`src/rtl/mult_div_unit_pkg.sv`:
```
// -----------------------------------------------------------------------------
// mult_div_unit_pkg
// Shared definitions for the iterative multiply/divide unit. The control unit
// imports the same state encoding so its stall decode follows the unit state.
//   OP_MUL / OP_DIV : encoding of the op_div request bit
//   mdu_state_t     : S_IDLE -> S_RUN -> S_DONE -> S_IDLE
// -----------------------------------------------------------------------------
package mult_div_unit_pkg;

  localparam logic OP_MUL = 1'b0;
  localparam logic OP_DIV = 1'b1;

  typedef enum logic [1:0] {
    S_IDLE = 2'd0,
    S_RUN  = 2'd1,
    S_DONE = 2'd2
  } mdu_state_t;

endpackage

```
`src/rtl/mult_div_unit_if.sv`:
```
// -----------------------------------------------------------------------------
// mult_div_unit_if
// Request/result bundle between the EX-stage control and the multiply/divide
// unit.
//   start, op_div, operand_a, operand_b : request side (driven by master)
//   busy, done, hi, lo, div_by_zero     : status/result side (driven by slave)
// -----------------------------------------------------------------------------
interface mult_div_unit_if #(parameter int WIDTH = 8);

  logic             start;
  logic             op_div;
  logic [WIDTH-1:0] operand_a;
  logic [WIDTH-1:0] operand_b;
  logic             busy;
  logic             done;
  logic [WIDTH-1:0] hi;
  logic [WIDTH-1:0] lo;
  logic             div_by_zero;

  modport master (
    output start, op_div, operand_a, operand_b,
    input  busy, done, hi, lo, div_by_zero
  );

  modport slave (
    input  start, op_div, operand_a, operand_b,
    output busy, done, hi, lo, div_by_zero
  );

endinterface

```
`src/rtl/mult_div_unit_step.sv`:
```
// -----------------------------------------------------------------------------
// mdu_step
// One combinational iteration of both algorithms; the top picks the result
// that matches the latched operation.
//   acc      : 2*WIDTH shift-add accumulator, multiplier sits in the low half
//   rem      : WIDTH+1 bit partial remainder
//   quo      : dividend bits still to be consumed / quotient bits shifted in
//   operand  : multiplicand (multiply) or divisor (divide)
//   *_next   : values after this iteration
// -----------------------------------------------------------------------------
module mdu_step #(
  parameter int WIDTH = 8
) (
  input  logic [2*WIDTH-1:0] acc,
  input  logic [WIDTH:0]     rem,
  input  logic [WIDTH-1:0]   quo,
  input  logic [WIDTH-1:0]   operand,
  output logic [2*WIDTH-1:0] acc_next,
  output logic [WIDTH:0]     rem_next,
  output logic [WIDTH-1:0]   quo_next
);

  logic [WIDTH:0]   mul_sum;
  logic [WIDTH+1:0] shifted;
  logic [WIDTH+1:0] trial;

  // Multiply: add the multiplicand into the upper half when the current
  // multiplier LSB is set, then shift the whole accumulator right by one.
  // The carry out of the add becomes the new top bit, so nothing is lost.
  // Divide: bring the next dividend bit into the remainder and try the
  // subtract; a borrow (top bit set) means restore and shift in a 0.
  always_comb begin
    mul_sum  = {1'b0, acc[2*WIDTH-1:WIDTH]} + (acc[0] ? {1'b0, operand} : '0);
    acc_next = {mul_sum, acc[WIDTH-1:1]};

    shifted  = {rem, quo[WIDTH-1]};
    trial    = shifted - {2'b00, operand};
    if (trial[WIDTH+1]) begin
      rem_next = shifted[WIDTH:0];
      quo_next = {quo[WIDTH-2:0], 1'b0};
    end else begin
      rem_next = trial[WIDTH:0];
      quo_next = {quo[WIDTH-2:0], 1'b1};
    end
  end

endmodule

```
`src/rtl/mult_div_unit.sv`:
```
// -----------------------------------------------------------------------------
// mult_div_unit
// Iterative unsigned multiply/divide (MULTU/DIVU) producing a HI/LO pair.
//   clk, rst_n : rising-edge clock, asynchronous active-low reset
//   bus        : slave side of mult_div_unit_if
//                start/op_div/operand_a/operand_b in, busy/done/hi/lo/
//                div_by_zero out
// A request takes WIDTH iterations; divide by zero finishes immediately.
// hi/lo are only written when a result is complete.
// -----------------------------------------------------------------------------
module mult_div_unit
  import mult_div_unit_pkg::*;
#(
  parameter int WIDTH = 8
) (
  input  logic            clk,
  input  logic            rst_n,
  mult_div_unit_if.slave  bus
);

  localparam int CW = $clog2(WIDTH) + 1;

  mdu_state_t         state_q, state_d;
  logic [CW-1:0]      count_q;
  logic               op_q;
  logic [WIDTH-1:0]   opnd_q;
  logic [2*WIDTH-1:0] acc_q;
  logic [WIDTH:0]     rem_q;
  logic [WIDTH-1:0]   quo_q;
  logic [WIDTH-1:0]   hi_q, lo_q;
  logic               dbz_q;

  logic [2*WIDTH-1:0] acc_next;
  logic [WIDTH:0]     rem_next;
  logic [WIDTH-1:0]   quo_next;

  logic accept, zero_div, last_iter;

  mdu_step #(.WIDTH(WIDTH)) u_step (
    .acc      (acc_q),
    .rem      (rem_q),
    .quo      (quo_q),
    .operand  (opnd_q),
    .acc_next (acc_next),
    .rem_next (rem_next),
    .quo_next (quo_next)
  );

  // State register; reset aborts any operation in flight.
  always_ff @(posedge clk or negedge rst_n) begin
    if (!rst_n) begin
      state_q <= S_IDLE;
    end else begin
      state_q <= state_d;
    end
  end

  // Next-state decode. Requests are only taken in IDLE; a divide by zero
  // has a fixed answer and skips the iterations entirely.
  always_comb begin
    state_d   = state_q;
    accept    = 1'b0;
    zero_div  = 1'b0;
    last_iter = 1'b0;
    case (state_q)
      S_IDLE: begin
        if (bus.start) begin
          accept = 1'b1;
          if (bus.op_div == OP_DIV && bus.operand_b == '0) begin
            zero_div = 1'b1;
            state_d  = S_DONE;
          end else begin
            state_d  = S_RUN;
          end
        end
      end
      S_RUN: begin
        if (count_q == CW'(WIDTH - 1)) begin
          last_iter = 1'b1;
          state_d   = S_DONE;
        end
      end
      S_DONE:  state_d = S_IDLE;
      default: state_d = S_IDLE;
    endcase
  end

  // Datapath. Operands are captured into the working registers at
  // acceptance, so later changes on the bus cannot disturb the result.
  // The counter freezes on the final iteration, and hi/lo are written
  // only there (or at acceptance of a divide by zero).
  always_ff @(posedge clk or negedge rst_n) begin
    if (!rst_n) begin
      count_q <= '0;
      op_q    <= OP_MUL;
      opnd_q  <= '0;
      acc_q   <= '0;
      rem_q   <= '0;
      quo_q   <= '0;
      hi_q    <= '0;
      lo_q    <= '0;
      dbz_q   <= 1'b0;
    end else if (accept) begin
      op_q    <= bus.op_div;
      opnd_q  <= (bus.op_div == OP_DIV) ? bus.operand_b : bus.operand_a;
      acc_q   <= {{WIDTH{1'b0}}, bus.operand_b};
      rem_q   <= '0;
      quo_q   <= bus.operand_a;
      count_q <= '0;
      dbz_q   <= zero_div;
      if (zero_div) begin
        hi_q <= bus.operand_a;
        lo_q <= '1;
      end
    end else if (state_q == S_RUN) begin
      acc_q <= acc_next;
      rem_q <= rem_next;
      quo_q <= quo_next;
      if (last_iter) begin
        if (op_q == OP_DIV) begin
          hi_q <= rem_next[WIDTH-1:0];
          lo_q <= quo_next;
        end else begin
          hi_q <= acc_next[2*WIDTH-1:WIDTH];
          lo_q <= acc_next[WIDTH-1:0];
        end
      end else begin
        count_q <= count_q + 1'b1;
      end
    end
  end

  assign bus.busy        = (state_q == S_RUN);
  assign bus.done        = (state_q == S_DONE);
  assign bus.hi          = hi_q;
  assign bus.lo          = lo_q;
  assign bus.div_by_zero = dbz_q;

endmodule

```
`src/flat_wrapper.sv`:
```
// flat-port wrapper written by rule: the top's interface ports become plain ports
module mult_div_unit_flat import mult_div_unit_pkg::*;
#(
  parameter int WIDTH = 8
)
  (clk, rst_n, bus_start, bus_op_div, bus_operand_a, bus_operand_b, bus_busy, bus_done, bus_hi, bus_lo, bus_div_by_zero);
  mult_div_unit_if #(.WIDTH(WIDTH)) bus_i ();
  input  logic clk;
  input  logic rst_n;
  input wire logic [$bits(bus_i.start)-1:0] bus_start;
  input wire logic [$bits(bus_i.op_div)-1:0] bus_op_div;
  input wire logic [$bits(bus_i.operand_a)-1:0] bus_operand_a;
  input wire logic [$bits(bus_i.operand_b)-1:0] bus_operand_b;
  output wire logic [$bits(bus_i.busy)-1:0] bus_busy;
  output wire logic [$bits(bus_i.done)-1:0] bus_done;
  output wire logic [$bits(bus_i.hi)-1:0] bus_hi;
  output wire logic [$bits(bus_i.lo)-1:0] bus_lo;
  output wire logic [$bits(bus_i.div_by_zero)-1:0] bus_div_by_zero;
  assign bus_i.start = bus_start;
  assign bus_i.op_div = bus_op_div;
  assign bus_i.operand_a = bus_operand_a;
  assign bus_i.operand_b = bus_operand_b;
  assign bus_busy = bus_i.busy;
  assign bus_done = bus_i.done;
  assign bus_hi = bus_i.hi;
  assign bus_lo = bus_i.lo;
  assign bus_div_by_zero = bus_i.div_by_zero;
  mult_div_unit #(.WIDTH(WIDTH)) u_core (.clk(clk), .rst_n(rst_n), .bus(bus_i));
endmodule
```
`config.mk`:
```
export PLATFORM = sky130hd
export DESIGN_NAME = mult_div_unit_flat
export DESIGN_NICKNAME = d
export VERILOG_FILES = /design/src/rtl/mult_div_unit_pkg.sv /design/src/rtl/mult_div_unit_if.sv /design/src/rtl/mult_div_unit_step.sv /design/src/rtl/mult_div_unit.sv /design/src/flat_wrapper.sv
export SDC_FILE = /design/constraint.sdc
export NUM_CORES = 1
export LEC_CHECK = 0
export CAP_MARGIN = 5
export CELL_PAD_IN_SITES_DETAIL_PLACEMENT = 0
export CELL_PAD_IN_SITES_GLOBAL_PLACEMENT = 1
export CORE_ASPECT_RATIO = 1.4
export CORE_MARGIN = 3
export CORE_UTILIZATION = 40
export DETAILED_ROUTE_END_ITERATION = 16
export PLACE_DENSITY = 0.82
export SLEW_MARGIN = 20
export SYNTH_ARGS = -nofsm -noshare
export SYNTH_HDL_FRONTEND = slang
export SYNTH_SLANG_ARGS = --single-unit
```
`constraint.sdc`:
```
create_clock -name clk -period 2.01 [get_ports clk]
set_input_delay 0.402 -clock clk [delete_from_list [all_inputs] [get_ports clk]]
set_output_delay 0.402 -clock clk [all_outputs]
set_load 0.01 [all_outputs]
```
==> metrics.txt, run 1 <==
# TYPE chip_impl_metric gauge
chip_impl_metric{name="max_slew_margin",unit=""} 0.740
chip_impl_metric{name="cellPowerDensity",unit="nW/um^2"} 2000
chip_impl_metric{name="tns",unit="ns"} -1.99
chip_impl_metric{name="die-width",unit="um"} 88.6
chip_impl_metric{name="drv_slew",unit=""} 0
chip_impl_metric{name="dr.first_iter.drc_count",unit=""} 194
chip_impl_metric{name="placement_rows",unit=""} 41
chip_impl_info{name="grt_setup_unrepaired",value="true"} 1
chip_impl_metric{name="initial_utilization",unit=""} 0.416
chip_impl_metric{name="cp_num_buf_inv",unit=""} 1
chip_impl_metric{name="final_min_period_over_clock_period",unit=""} 1.10
chip_impl_metric{name="drc",unit=""} 0
chip_impl_metric{name="io_buffers",unit=""} 38
chip_impl_metric{name="hpwlAfterDp",unit="um"} 8210
chip_impl_metric{name="worst_hold_slack",unit="ns"} 0.0822
chip_impl_metric{name="leakagePower",unit="nW"} 2.52
chip_impl_metric{name="total_power",unit="W"} 0.0116
chip_impl_info{name="yosys_most_used_dff",value="sky130_fd_sc_hd__dfrtp_1"} 1
chip_impl_metric{name="setup_violations",unit=""} 18
chip_impl_metric{name="timing.final.ws_setup",unit="ns"} -0.194
chip_impl_metric{name="netlist-cell-type-count",unit=""} 55
chip_impl_metric{name="grt_usage",unit=""} 0.224
chip_impl_metric{name="cts_max_level",unit=""} 3
chip_impl_info{name="tritoncts",value="done"} 1
chip_impl_metric{name="grt_pass1_vias",unit=""} 3618
chip_impl_metric{name="worst_skew_pair.late_latency",unit="ns"} 0.32
chip_impl_metric{name="worst_clock_skew",unit="ns"} 0.00350
chip_impl_metric{name="syn_inst",unit=""} 410
chip_impl_info{name="timing.setup.critical_path_class",value="reg -> reg"} 1
chip_impl_metric{name="synth.avg_cell_area",unit="sq um"} 9.33
chip_impl_metric{name="crit_path_max_incr_delay",unit="ns"} 0.40
chip_impl_metric{name="numCtsBuffers",unit=""} 9
chip_impl_metric{name="num_io_pins",unit=""} 39
chip_impl_metric{name="antenna_left",unit=""} 0
chip_impl_metric{name="synth-async-reset-ratio",unit=""} 1.00
chip_impl_metric{name="vias",unit=""} 3610
chip_impl_metric{name="initial_antenna_violation_count",unit=""} 0
chip_impl_metric{name="die_area",unit="sq um"} 10800
chip_impl_info{name="critical_path.endpoint_type",value="register"} 1
chip_impl_metric{name="detail_route.wl_per_cell",unit="um"} 18.7
chip_impl_metric{name="diodes",unit=""} 0
chip_impl_metric{name="critical_path_fanout_max",unit=""} 3
chip_impl_metric{name="layout-drive-gt1-share",unit=""} 0.356
chip_impl_metric{name="cts_stage_hold_buffer_count",unit=""} 0
chip_impl_metric{name="synth_edf_count",unit=""} 0
chip_impl_metric{name="core",unit="sq um"} 9180
chip_impl_metric{name="actual_slew_at_the_worst_max_slew_pin",unit="ns"} 0.390
chip_impl_metric{name="cts-root-to-sink-buffers",unit=""} 2
chip_impl_metric{name="synth.cell_area",unit="sq um"} 3820
chip_impl_info{name="failed_checks",value="setup timing"} 1
chip_impl_metric{name="fin_nets",unit=""} 562
chip_impl_info{name="ctsRootBufferMaster",value="sky130_fd_sc_hd__clkbuf_16"} 1
chip_impl_metric{name="pin_count_of_the_biggest_net_entering_global_routing",unit=""} 66
chip_impl_metric{name="dp_worst_setup_slack",unit="ns"} -0.291
chip_impl_metric{name="grt_overflow_total",unit=""} 0
chip_impl_info{name="outcome",value="finished with violations"} 1
chip_impl_metric{name="ys_seq_elements",unit=""} 65
chip_impl_metric{name="final_period_minus_worst_setup_slack",unit="ns"} 2.20
chip_impl_metric{name="vias_per_cell",unit=""} 5.70
chip_impl_metric{name="synth.yosys.warnings",unit=""} 0
chip_impl_metric{name="fmaxAchievable",unit="GHz"} 0.454
chip_impl_metric{name="routed_wl",unit="um"} 11900
chip_impl_metric{name="clock_sinks",unit=""} 65
chip_impl_metric{name="ys_seq_area_frac",unit=""} 0.425
chip_impl_metric{name="number_of_max_cap_violations",unit=""} 0
chip_impl_info{name="timing.critical_path.max_delay_family",value="compound AO/OA/AOI/OAI gates"} 1
chip_impl_metric{name="grt_first_pass_wirelength",unit="um"} 18300
chip_impl_metric{name="cp_data_arrival_time",unit="ns"} 2.40
chip_impl_metric{name="synth_fp_nets",unit=""} 449
chip_impl_info{name="critical_path.startpoint_type",value="register"} 1
chip_impl_metric{name="hold_violations",unit=""} 0
chip_impl_metric{name="die-height",unit="um"} 122
chip_impl_metric{name="timing.critical_path.required",unit="ns"} 2.21
chip_impl_metric{name="dr.pass1.iters",unit=""} 4
chip_impl_info{name="cpMaxStageDelayCell",value="sky130_fd_sc_hd__dfrtp_1"} 1
chip_impl_info{name="crit_chain",value="and2_1 -> ha_2 -> inv_2 -> fa_2 -> nor2b_4 -> o31a_1 -> o31ai_2 -> a21oi_2 -> a2bb2oi_2 -> o41ai_2"} 1
chip_impl_info{name="hold_path_class",value="in -> async"} 1
chip_impl_metric{name="vdd_ir_drop_max",unit="V"} 0.000915
chip_impl_metric{name="place.gp.congestion",unit=""} 0.863
chip_impl_metric{name="area_delta_synth_final",unit="%"} 51.9
chip_impl_metric{name="clkTransAtPathRegs",unit="ns"} 0.05
[kinds of logic after synthesis]
| logic type | Yosys count | share of synthesized area |
|---|---|---|
| adders and majority gates | 19 | 0.0661 |
| DFF | 65 | 0.425 |
| muxes | 29 | 0.0762 |
| and+or+nand+nor | 120 | 0.152 |
| AOI/OAI and AO/OA | 128 | 0.215 |
| xor gates and xnor gates | 10 | 0.0229 |
| buffers and inverters | 39 | 0.0422 |
[per-stage QoR]
step / area (sq um) / instances / utilization
4_1_cts: 5530 / 626 / 0.602
3_3_place_gp: 4820 / 605 / 0.525
5_1_grt: 5810 / 633 / 0.632
6_report: 5810 / 633 / 0.632
3_5_place_dp: 4820 / 605 / 0.525
2_1_floorplan: 3830 / 410 / -
[final timing paths]
path	start	end	slack (ns)	cells after the start
max	u_core.opnd_q[0]$_DFFE_PN0P_	u_core.bus.hi[7]$_DFFE_PN0P_	-0.19	10
min	rst_n	u_core.rem_q[8]$_DFFE_PN0P_	0.08	2
max reg2reg	u_core.opnd_q[0]$_DFFE_PN0P_	u_core.bus.hi[7]$_DFFE_PN0P_	-0.19	10
min reg2reg	u_core.bus.div_by_zero$_DFFE_PN0P_	u_core.bus.div_by_zero$_DFFE_PN0P_	0.49	1
max in group asynchronous	rst_n	u_core.rem_q[0]$_DFFE_PN0P_	1.62	2
min in group clk	u_core.bus.div_by_zero$_DFFE_PN0P_	u_core.bus.div_by_zero$_DFFE_PN0P_	0.49	1
[timing repair]
item                                    in CTS  in global routing
endpoints found under the setup margin      25                 25
gates cloned                                 1                  0
buffers inserted                             8                  8
resized for setup                           75                 49
pin swaps                                   33                 38
[cell usage after synthesis (3+ instances only)]
| cell | count | area [sq um] |
|---|---|---|
| sky130_fd_sc_hd__clkbuf_1 | 15 | 56.3 |
| sky130_fd_sc_hd__o211ai_1 | 3 | 22.5 |
| sky130_fd_sc_hd__buf_2 | 3 | 15.0 |
| sky130_fd_sc_hd__mux2i_1 | 28 | 280 |
| sky130_fd_sc_hd__o21a_1 | 3 | 22.5 |
| sky130_fd_sc_hd__a31oi_1 | 8 | 50.1 |
| sky130_fd_sc_hd__nor3_1 | 4 | 20.0 |
| sky130_fd_sc_hd__inv_1 | 17 | 63.8 |
| sky130_fd_sc_hd__nand2_1 | 33 | 124 |
| sky130_fd_sc_hd__nand2b_1 | 4 | 25.0 |
| sky130_fd_sc_hd__o21ai_0 | 38 | 190 |
| sky130_fd_sc_hd__dfrtp_1 | 65 | 1630 |
| sky130_fd_sc_hd__a22o_1 | 10 | 87.6 |
| sky130_fd_sc_hd__and2_1 | 8 | 50.1 |
| sky130_fd_sc_hd__nor2b_1 | 12 | 75.1 |
| sky130_fd_sc_hd__nand3_1 | 6 | 30.0 |
| sky130_fd_sc_hd__xor2_1 | 5 | 43.8 |
| sky130_fd_sc_hd__o21bai_1 | 3 | 22.5 |
| sky130_fd_sc_hd__nor2_1 | 38 | 143 |
| sky130_fd_sc_hd__ha_1 | 17 | 213 |
| sky130_fd_sc_hd__a21oi_1 | 33 | 165 |
| sky130_fd_sc_hd__xnor2_1 | 5 | 43.8 |
| sky130_fd_sc_hd__a22oi_1 | 8 | 60.1 |
[state kept, by name, indices dropped and copies added (netlist names)]
name	flops
u_core.acc_q	16
u_core.state_q	2
u_core.bus.lo	8
u_core.op_q	1
u_core.quo_q	8
u_core.count_q	4
u_core.opnd_q	8
u_core.bus.hi	8
u_core.bus.div_by_zero	1
u_core.rem_q	9
[cell usage in the layout, fill, tap and decap left out, types with 5 or more instances in the layout]
cell,instances
sky130_fd_sc_hd__nor2_1,35
sky130_fd_sc_hd__inv_2,9
sky130_fd_sc_hd__a31oi_1,7
sky130_fd_sc_hd__inv_1,10
sky130_fd_sc_hd__a21oi_2,6
sky130_fd_sc_hd__mux2i_1,24
sky130_fd_sc_hd__clkbuf_16,9
sky130_fd_sc_hd__o21ai_2,7
sky130_fd_sc_hd__buf_4,69
sky130_fd_sc_hd__nand2_1,28
sky130_fd_sc_hd__a21oi_4,5
sky130_fd_sc_hd__a22oi_1,8
sky130_fd_sc_hd__a22o_1,10
sky130_fd_sc_hd__nor2b_1,11
sky130_fd_sc_hd__buf_6,12
sky130_fd_sc_hd__clkdlybuf4s50_1,36
sky130_fd_sc_hd__dfrtp_1,64
sky130_fd_sc_hd__ha_4,14
sky130_fd_sc_hd__and2_1,5
sky130_fd_sc_hd__o21ai_0,26
sky130_fd_sc_hd__a21oi_1,23
[layer usage]
metal,track usage,up-vias,share of wire
li1,-,1698,-
met1,0.268,1780,0.40
met2,0.393,103,0.53
met3,0.0365,29,0.037
met4,0.0841,0,0.032
met5,0,-,0
[power by group]
part / leakage [nW] / total, W / internal, W / switching [W]
Sequential: 0.790 / 0.00256 / 0.00194 / 0.000614
Combinational: 1.59 / 0.00748 / 0.00390 / 0.00358
Clock: 0.147 / 0.00158 / 0.00105 / 0.000538
[area by class of cell]
type	count	area, sq um
clock inverters	2	37.5
fillers	704	3380
well taps	107	134
clock buffers	12	267
repair buffers	122	1090
flip-flops and latches	65	1630
inverters	19	71.3
multi-input cells	306	2580
Power figures use the tool's default switching activity.
==> inputs of run 2 (changes only) <==
MAX_ROUTING_LAYER = met4   (was not set)
==> run 2 against run 1 <==
The run still ends with setup timing left. Critical endpoint is now u_core.bus.hi[0]$_DFFE_PN0P_. Via count is 0.53% higher. Design area shrank 1.3%. Largest power group unchanged. Critical path type unchanged. Register-to-register slack improved by 0.04 ns. Final cell count is 0.47% higher. Sequential share of layout area is 0.38 points higher. Count of clock-buffer cells in the layout down 1. Total power fell by 1.0%.
==> metrics.txt, run 2 (synthesis gave the netlist of run 1 again) <==
# TYPE chip_impl_metric gauge
chip_impl_info{name="outcome",value="finished with violations"} 1
chip_impl_info{name="failed_checks",value="setup timing"} 1
chip_impl_metric{name="cp_num_buf_inv",unit=""} 2
chip_impl_metric{name="die-height",unit="um"} 122
chip_impl_metric{name="die-width",unit="um"} 88.6
chip_impl_metric{name="vias_per_cell",unit=""} 5.71
chip_impl_metric{name="detail_route.wl_per_cell",unit="um"} 18.5
chip_impl_metric{name="num_io_pins",unit=""} 39
chip_impl_metric{name="vias",unit=""} 3629
chip_impl_info{name="commonest_cells_after_routing_fill_and_taps_aside",value="sky130_fd_sc_hd__buf_4 (71), sky130_fd_sc_hd__dfrtp_1 (64), sky130_fd_sc_hd__clkdlybuf4s50_1 (36)"} 1
chip_impl_info{name="tritoncts",value="done"} 1
chip_impl_metric{name="grt_overflow_total",unit=""} 0
chip_impl_metric{name="vdd_ir_drop_max",unit="V"} 0.000844
chip_impl_metric{name="hold_violations",unit=""} 0
chip_impl_info{name="registers.top_by_ff_count",value="u_core.acc_q"} 1
chip_impl_metric{name="dr.first_iter.drc_count",unit=""} 214
chip_impl_metric{name="die_area",unit="sq um"} 10800
chip_impl_metric{name="fin_nets",unit=""} 563
chip_impl_metric{name="clock_sinks",unit=""} 65
chip_impl_metric{name="max_slew_margin",unit=""} 0.729
chip_impl_metric{name="placement_rows",unit=""} 41
chip_impl_metric{name="initial_antenna_violation_count",unit=""} 0
chip_impl_metric{name="routed_wl",unit="um"} 11800
chip_impl_metric{name="cellPowerDensity",unit="nW/um^2"} 2010
chip_impl_metric{name="dpl.cell_count",unit=""} 604
chip_impl_metric{name="core",unit="sq um"} 9180
chip_impl_info{name="timing.critical_path.max_delay_family",value="flip-flops"} 1
chip_impl_metric{name="critical_path_fanout_max",unit=""} 5
chip_impl_metric{name="initial_utilization",unit=""} 0.416
chip_impl_metric{name="final_period_minus_worst_setup_slack",unit="ns"} 2.17
chip_impl_metric{name="crit_path_max_incr_delay",unit="ns"} 0.42
chip_impl_metric{name="grt_first_pass_wirelength",unit="um"} 18700
chip_impl_metric{name="dp_worst_setup_slack",unit="ns"} -0.332
chip_impl_metric{name="area_delta_synth_final",unit="%"} 49.8
chip_impl_metric{name="dr.pass1.iters",unit=""} 7
chip_impl_metric{name="antenna_left",unit=""} 0
chip_impl_metric{name="cts_max_level",unit=""} 3
chip_impl_info{name="critical_path.endpoint_type",value="register"} 1
chip_impl_metric{name="final_min_period_over_clock_period",unit=""} 1.08
chip_impl_metric{name="diodes",unit=""} 0
chip_impl_metric{name="drv_slew",unit=""} 0
chip_impl_metric{name="cp_data_arrival_time",unit="ns"} 2.40
chip_impl_metric{name="pin_count_of_the_biggest_net_entering_global_routing",unit=""} 66
chip_impl_metric{name="post_layout_cell_count",unit=""} 636
chip_impl_info{name="critical_path.startpoint_type",value="register"} 1
chip_impl_metric{name="cts-root-to-sink-buffers",unit=""} 2
chip_impl_info{name="ctsRootBufferMaster",value="sky130_fd_sc_hd__clkbuf_16"} 1
chip_impl_info{name="layout_commonest_cell",value="sky130_fd_sc_hd__buf_4"} 1
chip_impl_info{name="grt_setup_unrepaired",value="true"} 1
chip_impl_metric{name="grt_pass1_vias",unit=""} 3756
chip_impl_metric{name="place.gp.congestion",unit=""} 0.867
chip_impl_metric{name="worst_clock_skew",unit="ns"} 0.00363
chip_impl_metric{name="timing.final.ws_setup",unit="ns"} -0.156
chip_impl_info{name="hold_path_class",value="in -> async"} 1
chip_impl_metric{name="timing.critical_path.required",unit="ns"} 2.24
chip_impl_info{name="reg_top3",value="u_core.acc_q (16), u_core.rem_q (9)"} 1
chip_impl_metric{name="setup_violations",unit=""} 17
chip_impl_metric{name="numCtsBuffers",unit=""} 9
chip_impl_metric{name="clkTransAtPathRegs",unit="ns"} 0.05
chip_impl_metric{name="layout-drive-gt1-share",unit=""} 0.331
chip_impl_metric{name="drc",unit=""} 0
chip_impl_metric{name="fmaxAchievable",unit="GHz"} 0.462
chip_impl_metric{name="hpwlAfterDp",unit="um"} 8310
chip_impl_metric{name="number_of_max_cap_violations",unit=""} 0
chip_impl_metric{name="leakagePower",unit="nW"} 2.53
chip_impl_info{name="timing.setup.critical_path_class",value="reg -> reg"} 1
chip_impl_info{name="crit_chain",value="inv_2 -> ha_4 -> nand3b_1 -> nand2_1 -> a21oi_2 -> xnor2_2 -> buf_6 -> mux2_4 -> o21ai_0"} 1
chip_impl_metric{name="cts_stage_hold_buffer_count",unit=""} 0
chip_impl_info{name="cpMaxStageDelayCell",value="sky130_fd_sc_hd__dfrtp_1"} 1
chip_impl_metric{name="io_buffers",unit=""} 38
chip_impl_metric{name="grt_usage",unit=""} 0.236
chip_impl_metric{name="tns",unit="ns"} -1.71
chip_impl_metric{name="worst_skew_pair.late_latency",unit="ns"} 0.33
chip_impl_metric{name="flip_flop_count_of_the_largest_register_after_layout",unit=""} 16
chip_impl_metric{name="actual_slew_at_the_worst_max_slew_pin",unit="ns"} 0.406
==> run 2: area by class of cell <==
type                       instances  area (sq um)
fill                             722          3450
inverter                          19          71.3
multi-input combinational        306          2470
tap                              107           134
timing repair buffer             123          1100
sequential                        65          1630
clock inverter                     5          78.8
clock buffer                      11           243
==> run 2: through the flow <==
stage	cell area (sq um)	hold slack (ns)	power (W)	utilization
global placement	4810	0.442	0.00768	0.524
floorplan	3830	0.106	0.00551	-
CTS	5520	0.107	0.0108	0.601
finish	5730	0.0872	0.0115	0.624
detailed placement	4810	0.446	0.00782	0.524
global route	5730	0.0938	0.0123	0.624
==> run 2: timing repair <==
| action | CTS | global route |
|---|---|---|
| pin swaps | 27 | 17 |
| setup buffers | 10 | 7 |
| resized for setup | 69 | 32 |
| gates cloned | 1 | 0 |
| endpoints found under the setup margin | 25 | 28 |
==> run 2: where the power goes <==
part / internal, W / total [W] / switching (W)
clock network: 0.00112 / 0.00168 / 0.000563
logic: 0.00388 / 0.00729 / 0.00341
registers: 0.00194 / 0.00254 / 0.000593
==> run 2: layer usage <==
layer / wire length, um / track usage / up-vias
met3: 436 / 0.0345 / 42
met1: 4770 / 0.287 / 1763
met4: 709 / 0.137 / 0
li1: - / - / 1712
met5: 0 / - / -
met2: 5850 / 0.368 / 112
==> run 2: worst paths after layout <==
path                                               startpoint                                 end  slack, ns  depth (start not counted)
setup / recovery                 u_core.opnd_q[1]$_DFFE_PN0P_        u_core.bus.hi[0]$_DFFE_PN0P_      -0.16                          9
hold / removal                                          rst_n         u_core.rem_q[7]$_DFFE_PN0P_       0.09                          2
setup reg to reg                 u_core.opnd_q[1]$_DFFE_PN0P_        u_core.bus.hi[0]$_DFFE_PN0P_      -0.16                          9
hold reg to reg            u_core.bus.div_by_zero$_DFFE_PN0P_  u_core.bus.div_by_zero$_DFFE_PN0P_       0.49                          1
max in group asynchronous                               rst_n         u_core.rem_q[0]$_DFFE_PN0P_       1.63                          2
min in group clk           u_core.bus.div_by_zero$_DFFE_PN0P_  u_core.bus.div_by_zero$_DFFE_PN0P_       0.49                          1
==> inputs of run 3 (changes only) <==
CORE_ASPECT_RATIO = 0.8   (was 1.4)
==> run 3 against run 2 <==
The flow still finishes with violations (setup timing). Largest cell class unchanged. Non-clock buffer count increased by 1. Worst hold slack improved by 0.42 ns. Die area about the same. Critical path type unchanged. Critical path depth increased by 1. Setup slack improved by 0.0058 ns. Maximum frequency up 0.27%. Final cell count increased by 1.4%.
==> metrics.txt, run 3 (synthesis gave the netlist of run 1 again) <==
# TYPE chip_impl_metric gauge
chip_impl_info{name="outcome",value="finished with violations"} 1
chip_impl_info{name="failed_checks",value="setup timing"} 1
chip_impl_metric{name="fin_nets",unit=""} 564
chip_impl_metric{name="met3WireLength",unit="um"} 838
chip_impl_info{name="reg_top3",value="u_core.acc_q (16), u_core.rem_q (9)"} 1
chip_impl_metric{name="power_frac_comb",unit=""} 0.625
chip_impl_info{name="critical_path.endpoint_type",value="register"} 1
chip_impl_info{name="grt_setup_unrepaired",value="true"} 1
chip_impl_metric{name="numCtsBuffers",unit=""} 9
chip_impl_metric{name="drv_slew",unit=""} 0
chip_impl_metric{name="grt_usage",unit=""} 0.237
chip_impl_info{name="timing.setup.critical_path_class",value="reg -> reg"} 1
chip_impl_metric{name="timing.critical_path.required",unit="ns"} 2.23
chip_impl_metric{name="final.fill_count",unit=""} 740
chip_impl_metric{name="flip_flop_count_of_the_largest_register_after_layout",unit=""} 16
chip_impl_info{name="commonest_cells_after_routing_fill_and_taps_aside",value="sky130_fd_sc_hd__buf_4 (75), sky130_fd_sc_hd__dfrtp_1 (62), sky130_fd_sc_hd__nor2_1 (35), sky130_fd_sc_hd__clkdlybuf4s50_1 (35), sky130_fd_sc_hd__nand2_1 (30)"} 1
chip_impl_metric{name="initial_utilization",unit=""} 0.416
chip_impl_metric{name="cts-root-to-sink-buffers",unit=""} 2
chip_impl_metric{name="cellPowerDensity",unit="nW/um^2"} 2000
chip_impl_metric{name="core",unit="sq um"} 9190
chip_impl_info{name="layout_commonest_cell",value="sky130_fd_sc_hd__buf_4"} 1
chip_impl_metric{name="switching_share",unit=""} 0.402
chip_impl_metric{name="tns",unit="ns"} -1.04
chip_impl_metric{name="multi_input_gate_area_in_the_final_layout",unit="sq um"} 2470
chip_impl_metric{name="pin_count_of_the_biggest_net_entering_global_routing",unit=""} 32
chip_impl_metric{name="leakagePower",unit="nW"} 2.50
chip_impl_metric{name="cp_data_arrival_time",unit="ns"} 2.38
chip_impl_metric{name="cell_internal_pwr",unit="W"} 0.00684
chip_impl_metric{name="routed_wl",unit="um"} 12000
chip_impl_metric{name="hpwlAfterDp",unit="um"} 8510
chip_impl_metric{name="number_of_max_cap_violations",unit=""} 0
chip_impl_metric{name="vias",unit=""} 3613
chip_impl_info{name="hold_path_class",value="reg -> reg"} 1
chip_impl_metric{name="worst_clock_skew",unit="ns"} 0.00587
chip_impl_metric{name="max_slew_margin",unit=""} 0.691
chip_impl_metric{name="placement_cell_area",unit="sq um"} 4830
chip_impl_metric{name="vias_per_cell",unit=""} 5.60
chip_impl_metric{name="seq_power_share",unit=""} 0.225
chip_impl_metric{name="actual_slew_at_the_worst_max_slew_pin",unit="ns"} 0.463
chip_impl_metric{name="fin_util",unit=""} 0.623
chip_impl_metric{name="hold_violations",unit=""} 0
chip_impl_metric{name="dr.first_iter.drc_count",unit=""} 207
chip_impl_info{name="critical_path.startpoint_type",value="register"} 1
chip_impl_info{name="crit_chain",value="and2_4 -> ha_4 -> inv_2 -> fa_2 -> nor2b_2 -> o31a_1 -> o31ai_2 -> a21oi_2 -> a2bb2oi_2 -> o41ai_2"} 1
chip_impl_metric{name="area_delta_synth_final",unit="%"} 49.7
chip_impl_metric{name="die_area",unit="sq um"} 10800
chip_impl_metric{name="grt_first_pass_wirelength",unit="um"} 19000
chip_impl_metric{name="io_buffers",unit=""} 38
chip_impl_metric{name="critical_path_fanout_max",unit=""} 5
chip_impl_info{name="registers.top_by_ff_count",value="u_core.acc_q"} 1
chip_impl_metric{name="placement_rows",unit=""} 31
chip_impl_metric{name="stdcell_area",unit="sq um"} 5720
chip_impl_metric{name="final_min_period_over_clock_period",unit=""} 1.07
chip_impl_metric{name="setup_violations",unit=""} 16
chip_impl_info{name="dr.max_layer_used",value="met4"} 1
chip_impl_metric{name="cts_max_level",unit=""} 3
chip_impl_info{name="ctsRootBufferMaster",value="sky130_fd_sc_hd__clkbuf_16"} 1
chip_impl_metric{name="clkTransAtPathRegs",unit="ns"} 0.06
chip_impl_metric{name="num_io_pins",unit=""} 39
chip_impl_metric{name="dr.pass1.iters",unit=""} 4
chip_impl_metric{name="vdd_ir_drop_max",unit="V"} 0.00125
chip_impl_info{name="cpMaxStageDelayCell",value="sky130_fd_sc_hd__dfrtp_2"} 1
chip_impl_metric{name="crit_path_max_incr_delay",unit="ns"} 0.44
chip_impl_metric{name="drc",unit=""} 0
chip_impl_metric{name="diodes",unit=""} 0
chip_impl_info{name="tritoncts",value="done"} 1
chip_impl_metric{name="die-height",unit="um"} 93.5
chip_impl_metric{name="detail_route.wl_per_cell",unit="um"} 18.6
chip_impl_metric{name="timing.final.ws_setup",unit="ns"} -0.150
chip_impl_metric{name="grt_pass1_vias",unit=""} 3610
chip_impl_metric{name="power_frac_clock",unit=""} 0.151
chip_impl_metric{name="net-switching-power",unit="W"} 0.00459
chip_impl_metric{name="final_period_minus_worst_setup_slack",unit="ns"} 2.16
chip_impl_metric{name="grt_overflow_total",unit=""} 0
chip_impl_metric{name="place.gp.congestion",unit=""} 0.861
chip_impl_metric{name="detail_route.wirelength.met1",unit="um"} 5520
chip_impl_metric{name="clock_sinks",unit=""} 65
chip_impl_metric{name="layout-drive-gt1-share",unit=""} 0.340
chip_impl_metric{name="area.sequential",unit="sq um"} 1630
chip_impl_metric{name="initial_antenna_violation_count",unit=""} 0
chip_impl_metric{name="met2RoutedLength",unit="um"} 5470
chip_impl_metric{name="die-width",unit="um"} 115
chip_impl_metric{name="antenna_left",unit=""} 0
chip_impl_metric{name="fmaxAchievable",unit="GHz"} 0.463
chip_impl_metric{name="worst_skew_pair.late_latency",unit="ns"} 0.34
run 3: path summary, 6_finish.rpt:
check                                                   start                                  to  slack (ns)  depth (start not counted)
min reg2reg                u_core.bus.div_by_zero$_DFFE_PN0P_  u_core.bus.div_by_zero$_DFFE_PN0P_        0.51                          1
min                        u_core.bus.div_by_zero$_DFFE_PN0P_  u_core.bus.div_by_zero$_DFFE_PN0P_        0.51                          1
max                               u_core.acc_q[0]$_DFFE_PN0P_        u_core.bus.hi[7]$_DFFE_PN0P_       -0.15                         10
min in group asynchronous                               rst_n        u_core.bus.hi[5]$_DFFE_PN0P_        0.55                          2
max in group asynchronous                               rst_n         u_core.acc_q[0]$_DFFE_PN0P_        0.91                          3
max reg2reg                       u_core.acc_q[0]$_DFFE_PN0P_        u_core.bus.hi[7]$_DFFE_PN0P_       -0.15                         10
run 3: layer usage:
metal / vias to the layer above / GRT usage
met3: 14 / 0.0608
met4: 0 / 0.0782
li1: 1713 / -
met5: - / -
met1: 1781 / 0.329
met2: 105 / 0.339
run 3: layout make-up:
class	count	area share
inverter	19	0.0125
tap	115	0.0251
sequential	65	0.285
timing repair buffer	124	0.188
clock inverter	6	0.0160
multi-input combinational	306	0.432
clock buffer	10	0.0418
run 3: power groups by stage:
stage	Sequential (W)	Combinational [W]	Clock (W)
finish	0.00257	0.00714	0.00172
CTS	0.00253	0.00609	0.00175
global route	0.00265	0.00775	0.00181
detailed placement	0.00249	0.00534	0
global placement	0.00249	0.00521	0
floorplan	0.00240	0.00311	0
run 3: worst max-delay path, delay by kind of cell (launching register included):
kind	cells	cell delay (ns)
simple gates	2	0.23
fa+ha+maj	2	0.36
buf+inv	1	0.05
flops	1	0.44
compound gates	5	0.97
run 3: timing repair:
item	CTS	global route
gates cloned	0	0
setup buffers	4	11
hold buffers	1	0
endpoints found under the hold margin	4	0
pin swaps	27	31
resized for setup	55	49
setup endpoints to repair	26	24
run 3: metrics by stage:
| stage | hold slack (ns) | total power, W | setup slack (ns) | cells |
|---|---|---|---|---|
| after detailed placement | 0.365 | 0.00784 | -0.249 | 615 |
| after floorplan | 0.106 | 0.00551 | -0.0238 | 410 |
| final | 0.509 | 0.0114 | -0.150 | 645 |
| after global placement | 0.369 | 0.00770 | -0.242 | 615 |
| after global routing | 0.532 | 0.0122 | -0.211 | 645 |
| after CTS | 0.509 | 0.0104 | -0.148 | 636 |
